<file path="src/rtl/fft_pkg.sv">
// Shared constants, state encoding and peak record for the FFT peak picker.
package fft_pkg;

  localparam int unsigned DATA_W  = 16;
  localparam int unsigned N_BINS  = 1024;
  localparam int unsigned IDX_W   = 10;
  localparam int unsigned MAG_W   = DATA_W + 1;
  localparam int unsigned MIN_BIN = 1;
  localparam int unsigned MAX_BIN = 511;
  localparam int unsigned GUARD   = 2;

  typedef enum logic [1:0] {
    StIdle,
    StAccum,
    StFlush,
    StDone
  } state_e;

  typedef struct packed {
    logic [MAG_W-1:0] mag;
    logic [IDX_W-1:0] idx;
  } peak_t;

  function automatic logic [IDX_W-1:0] idx_dist(input logic [IDX_W-1:0] a,
                                                input logic [IDX_W-1:0] b);
    return (a > b) ? (a - b) : (b - a);
  endfunction

endpackage

</file>
<file path="src/rtl/fft_peak_pick_mag_approx.sv">
// Two-stage registered magnitude estimate max(|re|,|im|) + min(|re|,|im|)/2,
// with index and tag carried alongside the data.
module mag_approx #(
  parameter int unsigned DataW = 16,
  parameter int unsigned IdxW  = 10,
  parameter int unsigned TagW  = 1
) (
  input  logic                    clk_i,
  input  logic                    rst_i,
  input  logic                    valid_i,
  input  logic signed [DataW-1:0] re_i,
  input  logic signed [DataW-1:0] im_i,
  input  logic [IdxW-1:0]         idx_i,
  input  logic [TagW-1:0]         tag_i,
  output logic                    valid_o,
  output logic [DataW:0]          mag_o,
  output logic [IdxW-1:0]         idx_o,
  output logic [TagW-1:0]         tag_o
);

  logic [DataW-1:0] a_d, b_d, a_q, b_q, hi, lo;
  logic [DataW:0]   mag_d;
  logic             v1_q;
  logic [IdxW-1:0]  idx1_q;
  logic [TagW-1:0]  tag1_q;

  // Two's-complement negate in DataW bits: the most negative input maps to
  // 2^(DataW-1) as an unsigned value without saturating.
  always_comb begin
    a_d = re_i[DataW-1] ? DataW'(~re_i + 1'b1) : DataW'($unsigned(re_i));
    b_d = im_i[DataW-1] ? DataW'(~im_i + 1'b1) : DataW'($unsigned(im_i));
  end

  always_comb begin
    hi    = (a_q >= b_q) ? a_q : b_q;
    lo    = (a_q >= b_q) ? b_q : a_q;
    mag_d = {1'b0, hi} + {2'b00, lo[DataW-1:1]};
  end

  always_ff @(posedge clk_i or posedge rst_i) begin
    if (rst_i) begin
      a_q     <= '0;
      b_q     <= '0;
      v1_q    <= 1'b0;
      idx1_q  <= '0;
      tag1_q  <= '0;
      valid_o <= 1'b0;
      mag_o   <= '0;
      idx_o   <= '0;
      tag_o   <= '0;
    end else begin
      a_q     <= a_d;
      b_q     <= b_d;
      v1_q    <= valid_i;
      idx1_q  <= idx_i;
      tag1_q  <= tag_i;
      valid_o <= v1_q;
      mag_o   <= mag_d;
      idx_o   <= idx1_q;
      tag_o   <= tag1_q;
    end
  end

endmodule

</file>
<file path="src/rtl/fft_peak_pick.sv">
// Tracks the two strongest non-adjacent bins of each FFT frame inside a bin
// window and presents them once per frame.
module fft_peak_pick
  import fft_pkg::*;
#(
  parameter int unsigned MinBin = MIN_BIN,
  parameter int unsigned MaxBin = MAX_BIN,
  parameter int unsigned Guard  = GUARD
) (
  input  logic                     sys_clk,
  input  logic                     sys_rst,
  input  logic                     fft_sop,
  input  logic                     fft_eop,
  input  logic                     fft_valid,
  input  logic signed [DATA_W-1:0] fft_real,
  input  logic signed [DATA_W-1:0] fft_imag,
  output logic                     busy,
  output logic                     result_valid,
  output logic [IDX_W-1:0]         peak1_idx,
  output logic [MAG_W-1:0]         peak1_mag,
  output logic [IDX_W-1:0]         peak2_idx,
  output logic [MAG_W-1:0]         peak2_mag,
  output logic                     peak2_ok,
  output logic                     frame_err
);

  state_e           state_q, state_d;
  logic             in_frame_q, in_frame_d;
  logic [IDX_W-1:0] idx_q, idx_d, cur_idx;
  logic             frame_err_q, frame_err_d;
  logic [1:0]       flush_cnt_q, flush_cnt_d;
  logic             accept, at_last_bin, last;

  assign accept      = fft_valid & (fft_sop | in_frame_q);
  assign cur_idx     = fft_sop ? '0 : idx_q;
  assign at_last_bin = (cur_idx == IDX_W'(N_BINS - 1));
  assign last        = accept & (fft_eop | at_last_bin);

  // Input framing runs independently of the FSM so a sop can open a new
  // frame while the previous one is still draining.
  always_comb begin
    in_frame_d  = in_frame_q;
    idx_d       = idx_q;
    frame_err_d = frame_err_q;
    if (accept) begin
      idx_d      = cur_idx + 1'b1;
      in_frame_d = ~last;
      if (fft_sop) frame_err_d = 1'b0;
      if (fft_eop != at_last_bin) frame_err_d = 1'b1;
    end
  end

  always_ff @(posedge sys_clk or posedge sys_rst) begin
    if (sys_rst) begin
      state_q     <= StIdle;
      in_frame_q  <= 1'b0;
      idx_q       <= '0;
      frame_err_q <= 1'b0;
      flush_cnt_q <= '0;
    end else begin
      state_q     <= state_d;
      in_frame_q  <= in_frame_d;
      idx_q       <= idx_d;
      frame_err_q <= frame_err_d;
      flush_cnt_q <= flush_cnt_d;
    end
  end

  always_comb begin
    state_d     = state_q;
    flush_cnt_d = '0;
    unique case (state_q)
      StIdle:  if (accept) state_d = last ? StFlush : StAccum;
      StAccum: if (last) state_d = StFlush;
      StFlush: begin
        flush_cnt_d = flush_cnt_q + 2'd1;
        if (flush_cnt_q == 2'd2) state_d = StDone;
      end
      StDone:  state_d = in_frame_d ? StAccum : StIdle;
    endcase
  end

  always_comb begin
    busy = (state_q != StIdle);
  end

  // Pipeline tag: bit 1 = sop (clear trackers), bit 0 = last bin of frame.
  logic             v2;
  logic [MAG_W-1:0] mag2;
  logic [IDX_W-1:0] idx2;
  logic [1:0]       tag2;

  mag_approx #(
    .DataW (DATA_W),
    .IdxW  (IDX_W),
    .TagW  (2)
  ) u_mag (
    .clk_i   (sys_clk),
    .rst_i   (sys_rst),
    .valid_i (accept),
    .re_i    (fft_real),
    .im_i    (fft_imag),
    .idx_i   (cur_idx),
    .tag_i   ({fft_sop, last}),
    .valid_o (v2),
    .mag_o   (mag2),
    .idx_o   (idx2),
    .tag_o   (tag2)
  );

  peak_t p1_q, p2_q, p1_d, p2_d, base1, base2, snap1_q, snap2_q;
  logic  far, in_win;

  always_comb begin
    base1  = (v2 && tag2[1]) ? '0 : p1_q;
    base2  = (v2 && tag2[1]) ? '0 : p2_q;
    p1_d   = base1;
    p2_d   = base2;
    far    = idx_dist(idx2, base1.idx) > IDX_W'(Guard);
    in_win = (idx2 >= IDX_W'(MinBin)) && (idx2 <= IDX_W'(MaxBin));
    if (v2 && in_win) begin
      if (mag2 > base1.mag) begin
        p1_d = '{mag: mag2, idx: idx2};
        if (far) p2_d = base1;
      end else if ((mag2 > base2.mag) && far) begin
        p2_d = '{mag: mag2, idx: idx2};
      end
    end
  end

  // The snapshot freezes the finished frame so a following frame can
  // reuse the trackers before the result is presented.
  always_ff @(posedge sys_clk or posedge sys_rst) begin
    if (sys_rst) begin
      p1_q    <= '0;
      p2_q    <= '0;
      snap1_q <= '0;
      snap2_q <= '0;
    end else begin
      p1_q <= p1_d;
      p2_q <= p2_d;
      if (v2 && tag2[0]) begin
        snap1_q <= p1_d;
        snap2_q <= p2_d;
      end
    end
  end

  always_ff @(posedge sys_clk or posedge sys_rst) begin
    if (sys_rst) begin
      result_valid <= 1'b0;
      peak1_idx    <= '0;
      peak1_mag    <= '0;
      peak2_idx    <= '0;
      peak2_mag    <= '0;
      peak2_ok     <= 1'b0;
    end else begin
      result_valid <= (state_q == StDone);
      if (state_q == StDone) begin
        peak1_idx <= snap1_q.idx;
        peak1_mag <= snap1_q.mag;
        peak2_idx <= snap2_q.idx;
        peak2_mag <= snap2_q.mag;
        peak2_ok  <= (snap2_q.mag != '0) &&
                     (idx_dist(snap2_q.idx, snap1_q.idx) > IDX_W'(Guard));
      end
    end
  end

  assign frame_err = frame_err_q;

endmodule

</file>
<file path="config.mk">
export PLATFORM = sky130hd
export DESIGN_NAME = fft_peak_pick
export DESIGN_NICKNAME = d
export VERILOG_FILES = /design/src/rtl/fft_pkg.sv /design/src/rtl/fft_peak_pick_mag_approx.sv /design/src/rtl/fft_peak_pick.sv
export SDC_FILE = /design/constraint.sdc
export NUM_CORES = 1
export LEC_CHECK = 0
export ABC_CLOCK_PERIOD_IN_PS = 8039
export BUFFER_PORTS_ARGS = -buffer_cell sky130_fd_sc_hd__buf_2
export CAP_MARGIN = 20
export CORE_ASPECT_RATIO = 2
export CORE_UTILIZATION = 45
export CTS_CLUSTER_DIAMETER = 80
export CTS_CLUSTER_SIZE = 16
export DETAILED_ROUTE_END_ITERATION = 8
export GPL_TIMING_DRIVEN = 0
export SLEW_MARGIN = 5
export SYNTH_ARGS = -nofsm -noshare
export SYNTH_HDL_FRONTEND = slang
export SYNTH_SLANG_ARGS = --single-unit
</file>
<file path="constraint.sdc">
create_clock -name sys_clk -period 8.04 [get_ports sys_clk]
set_input_delay 1.206 -clock sys_clk [delete_from_list [all_inputs] [get_ports sys_clk]]
set_output_delay 1.206 -clock sys_clk [all_outputs]
set_load 0.02 [all_outputs]
</file>
==> key figures <==
Outcome
  – Status: completed

Critical path
  – Cell type group with the largest total delay on the critical path: compound AO/OA/AOI/OAI gates
  – Slowest cell on the critical path: sky130_fd_sc_hd__fa_1
  – CP bufs+invs: 2
  – Worst path required time: 8.42 ns
  – Crit Reg-Reg Startpoint: u_mag.b_q[0]$_DFF_PP0_
  – R2R cell count: 22
  – Kind of capture point of the worst setup path: flop
  – Worst Path Arrival: 5.61 ns
  – Reg-to-reg setup timing slack: 2.82 ns
  – Slowest Stage Delay on Critical Path: 0.41 ns
  – FF-to-FF End: u_mag.mag_o[14]$_DFF_PP0_
  – Critical Path Start Type: flop
  – Worst setup path category: flop to flop
  – WP depth: 22
  – Crit-path max FO: 10
  – Cell Chain, Critical Path: ha_1, nand2b_1, a21o_1, a21oi_1, o21ai_0, a221oi_1, o31ai_1, a21oi_1, buf_2, clkbuf_1, o21ai_0, ha_1, fa_1, a21oi_1, nor2_1, nor2_1, o21bai_1, a31oi_1, o211ai_1, a31o_2, a211oi_1, nor2_1

Layout
  – Antenna fix cells: 0
  – Most frequent cells in the layout: sky130_fd_sc_hd__dfrtp_1 (255), sky130_fd_sc_hd__nand2_1 (168), sky130_fd_sc_hd__ha_1 (113), sky130_fd_sc_hd__o21ai_0 (108), sky130_fd_sc_hd__buf_2 (103)
  – Area overhead of the layout relative to synthesis: 11.2%
  – Final core utilization: 50.8%
  – Layout cells sized above 1: 17.6%
  – Non-Filler Cell Area, Final: 16000 um2
  – Layout fillers: 2924
  – Net count of the finished layout: 1670
  – Leading cell type in the layout, fill and taps excluded: sky130_fd_sc_hd__dfrtp_1

Placed design
  – Post-Place Worst Slack: 2.78 ns
  – Global placer's final weighted congestion: 0.857
  – IO Port Bufs: 94
  – Estimated wirelength of the detail-placed design: 30200 um
  – DP Area: 15500 um2

Synthesis
  – Area of the mapped netlist: 14400 um2
  – Number of enable flip-flop cells after synthesis: 0
  – Total number of yosys warnings: 0
  – Ys flop type: sky130_fd_sc_hd__dfrtp_1
  – Share of the yosys chip area belonging to registers: 44.5%
  – Mean instance size in the synthesized netlist: 10.3 um2
  – Share of synthesized registers carrying an async set or reset: 100%
  – Synthesized net count: 1549
  – Number of cells produced by synthesis: 1394
  – Number of distinct standard cells referenced by the synthesized netlist: 75
  – Flip-flop and latch count after synthesis: 255

Power and ir drop
  – Relative contribution of the clock network to total power: 14.6%
  – Psw: 2.52 mW
  – Switching share of total power: 42.9%
  – Lkg Pwr: 7.53 nW
  – Worst ir drop on vdd: 0.354 mV
  – Cell-internal power: 3.35 mW
  – Share of power burned in combinational logic: 53.6%
  – Power density over the cells: 368 nW/um2
  – Sequential cell fraction of total power: 31.8%

Global routing
  – Global-route wire length before repair: 58100 um
  – Overflow left after global routing: 0
  – Number of global-route vias before repair: 11100
  – Gr usage total: 23.2%
  – Number of antenna violations at the first check in global routing: 0
  – Largest net degree at the start of global routing: 42

Die
  – IO Count: 95
  – Placeable core area: 31400 um2
  – Vertical die dimension: 255 um
  – Die ar.: 32700 um2
  – Initial cell density of the core: 45.7%
  – Width of the chip: 128 um
  – Number of rows created at floorplan: 92

Routing
  – Final antenna-violating net count: 0
  – Vias: 10600
  – Number of detailed-route iterations in the first pass: 4
  – Drt via density: 5.50
  – Avg WL per Cell: 19.1 um
  – First-iteration detailed-routing DRC count: 428
  – DRC violation count after routing: 0
  – Total detailed-routing wirelength: 36900 um

Worst hold path
  – Cell count of the worst hold path: 0
  – Hold Crit Start: u_mag.tag1_q[1]$_DFF_PP0_
  – Worst min-delay path class: flop to flop
  – Hold EP: u_mag.tag_o[1]$_DFF_PP0_

Clocking
  – CTS tree: done
  – Worst-case clock buffer depth: 3
  – Count of H-tree levels built during CTS: 1
  – Clock tree root buffer cell: sky130_fd_sc_hd__clkbuf_16
  – Resized cells post-CTS: 0
  – Clock input transition at the sequential cells of the worst setup and hold paths: 0.07 ns
  – Total clock sinks: 255
  – Buffers inserted during post-CTS setup optimization: 0
  – Number of buffers added to fix hold violations after cts: 0
  – TritonCTS buffer count: 19
  – Clock latency at the later pin of the worst-skew pair: 0.52 ns

Timing
  – Final Hold Violating Endpoints: 0
  – Slew at the pin closest to its max-slew limit: 0.885 ns
  – Setup Skew: 0.0260 ns
  – Fmax: 0.191 GHz
  – Final number of setup-violating endpoints: 0
  – Final cycle utilization of the critical path: 65.0%
  – Pins over their slew limit: 0
  – Worst slew slack as a fraction of its limit: 41.0%
  – Summed negative setup slack over all endpoints: 0 ns
  – Worst setup slack after layout: 2.82 ns
  – Time the final worst path needs with I/O delays and setup: 5.22 ns
  – Unrepaired setup endpoints after global routing: no

Flow run
  – Max-capacitance violation count: 0
==> metal layers <==
metal | global-route usage, % | vias to the layer above | share of wire [%]
li1 | - | 5206 | -
met1 | 21.7 | 5198 | 34
met2 | 48.9 | 176 | 60
met3 | 1.78 | 64 | 2.2
met4 | 10.2 | 0 | 3.9
met5 | 0 | - | 0
==> logic make-up (layout without fill, tap and decap cells) <==
family,count (synthesis),count (layout),share of synthesized area [%]
mux,137,137,10.5
buf+inv,148,268,4.29
compound gates,319,319,14.5
flops,255,255,44.5
xor+xnor,57,57,3.48
simple gates,360,360,12.2
fa+ha+maj,118,118,10.5
==> final cells by class <==
class | instances | area, um2 | area share (%)
repair buffers | 100 | 591 | 3.70
clock buffers | 20 | 479 | 3.00
inverters | 89 | 338 | 2.12
plain buffers | 59 | 282 | 1.76
flip-flops and latches | 255 | 6380 | 40.0
well taps | 423 | 529 | 3.32
multi-input cells | 991 | 7360 | 46.1
==> state kept, by name (all words and copies together) (netlist names), 16 cells and up <==
name / count
snap1_q: 27
peak2_mag: 17
p2_q: 27
u_mag.mag_o: 17
p1_q: 27
peak1_mag: 17
u_mag.a_q: 16
u_mag.b_q: 16
snap2_q: 27
==> cell usage after synthesis (4+ instances only) <==
| cell type | instances | area, um2 |
|---|---|---|
| sky130_fd_sc_hd__dfrtp_1 | 255 | 6380 |
| sky130_fd_sc_hd__nand2_1 | 168 | 631 |
| sky130_fd_sc_hd__ha_1 | 113 | 1410 |
| sky130_fd_sc_hd__o21ai_0 | 108 | 541 |
| sky130_fd_sc_hd__mux2_2 | 98 | 1100 |
| sky130_fd_sc_hd__inv_1 | 89 | 334 |
| sky130_fd_sc_hd__a21oi_1 | 56 | 280 |
| sky130_fd_sc_hd__nor2_1 | 42 | 158 |
| sky130_fd_sc_hd__xnor2_1 | 40 | 350 |
| sky130_fd_sc_hd__mux2i_1 | 37 | 370 |
| sky130_fd_sc_hd__clkbuf_1 | 34 | 128 |
| sky130_fd_sc_hd__nand4_1 | 33 | 206 |
| sky130_fd_sc_hd__a21o_1 | 22 | 165 |
| sky130_fd_sc_hd__o211ai_1 | 22 | 165 |
| sky130_fd_sc_hd__o22ai_1 | 21 | 131 |
| sky130_fd_sc_hd__nor3_1 | 19 | 95.1 |
| sky130_fd_sc_hd__nand3_1 | 18 | 90.1 |
| sky130_fd_sc_hd__xor2_1 | 17 | 149 |
| sky130_fd_sc_hd__a31oi_1 | 16 | 100 |
| sky130_fd_sc_hd__nor2b_1 | 13 | 81.3 |
| sky130_fd_sc_hd__and3_1 | 11 | 68.8 |
| sky130_fd_sc_hd__nor4_1 | 11 | 68.8 |
| sky130_fd_sc_hd__o31ai_1 | 11 | 82.6 |
| sky130_fd_sc_hd__a22oi_2 | 10 | 125 |
| sky130_fd_sc_hd__a22oi_1 | 9 | 67.6 |
| sky130_fd_sc_hd__buf_2 | 9 | 45.0 |
| sky130_fd_sc_hd__a211oi_1 | 8 | 60.1 |
| sky130_fd_sc_hd__buf_1 | 8 | 30.0 |
| sky130_fd_sc_hd__nand2b_1 | 8 | 50.1 |
| sky130_fd_sc_hd__and2_1 | 6 | 37.5 |
| sky130_fd_sc_hd__buf_6 | 5 | 56.3 |
| sky130_fd_sc_hd__fa_1 | 5 | 100 |
| sky130_fd_sc_hd__or3_1 | 5 | 31.3 |
| sky130_fd_sc_hd__or4_1 | 5 | 37.5 |
| sky130_fd_sc_hd__o21ai_1 | 4 | 20.0 |
==> stage by stage <==
stage	instances	hold WS, ns	power, mW
after floorplan	1394	0.331	4.18
after global placement	1911	0.335	4.98
after detailed placement	1917	0.335	5.04
after CTS	1937	0.350	5.91
after global routing	1937	0.361	6.26
final	1937	0.349	5.87
==> worst register-to-register path: cells and delay by family, from the launching register on <==
family,cells,cell delay [ns]
simple gates,4,0.41
buf+inv,2,0.64
compound gates,13,2.72
flops,1,0.39
fa+ha+maj,3,0.93
==> power by group through the flow <==
stage,Sequential (mW),Combinational (mW),Clock (mW)
after floorplan,1.92,2.26,0
after global placement,1.89,3.09,0
after detailed placement,1.89,3.14,0
after CTS,1.87,3.15,0.887
after global routing,1.91,3.43,0.924
final,1.87,3.15,0.858
==> worst max-delay path by stage <==
stage / slack, ns / to / startpoint
finish: 2.82 / u_mag.mag_o[14]$_DFF_PP0_ / u_mag.b_q[0]$_DFF_PP0_
global route: 2.44 / u_mag.mag_o[14]$_DFF_PP0_ / u_mag.b_q[5]$_DFF_PP0_
CTS: 2.75 / u_mag.mag_o[14]$_DFF_PP0_ / u_mag.b_q[0]$_DFF_PP0_
detailed placement: 2.78 / u_mag.mag_o[14]$_DFF_PP0_ / u_mag.b_q[0]$_DFF_PP0_
global placement: 2.03 / peak2_idx[3]$_DFFE_PP0P_ / sys_rst
floorplan: 3.48 / flush_cnt_q[0]$_DFF_PP0_ / sys_rst
No activity file was read; power rests on OpenSTA's default activity.
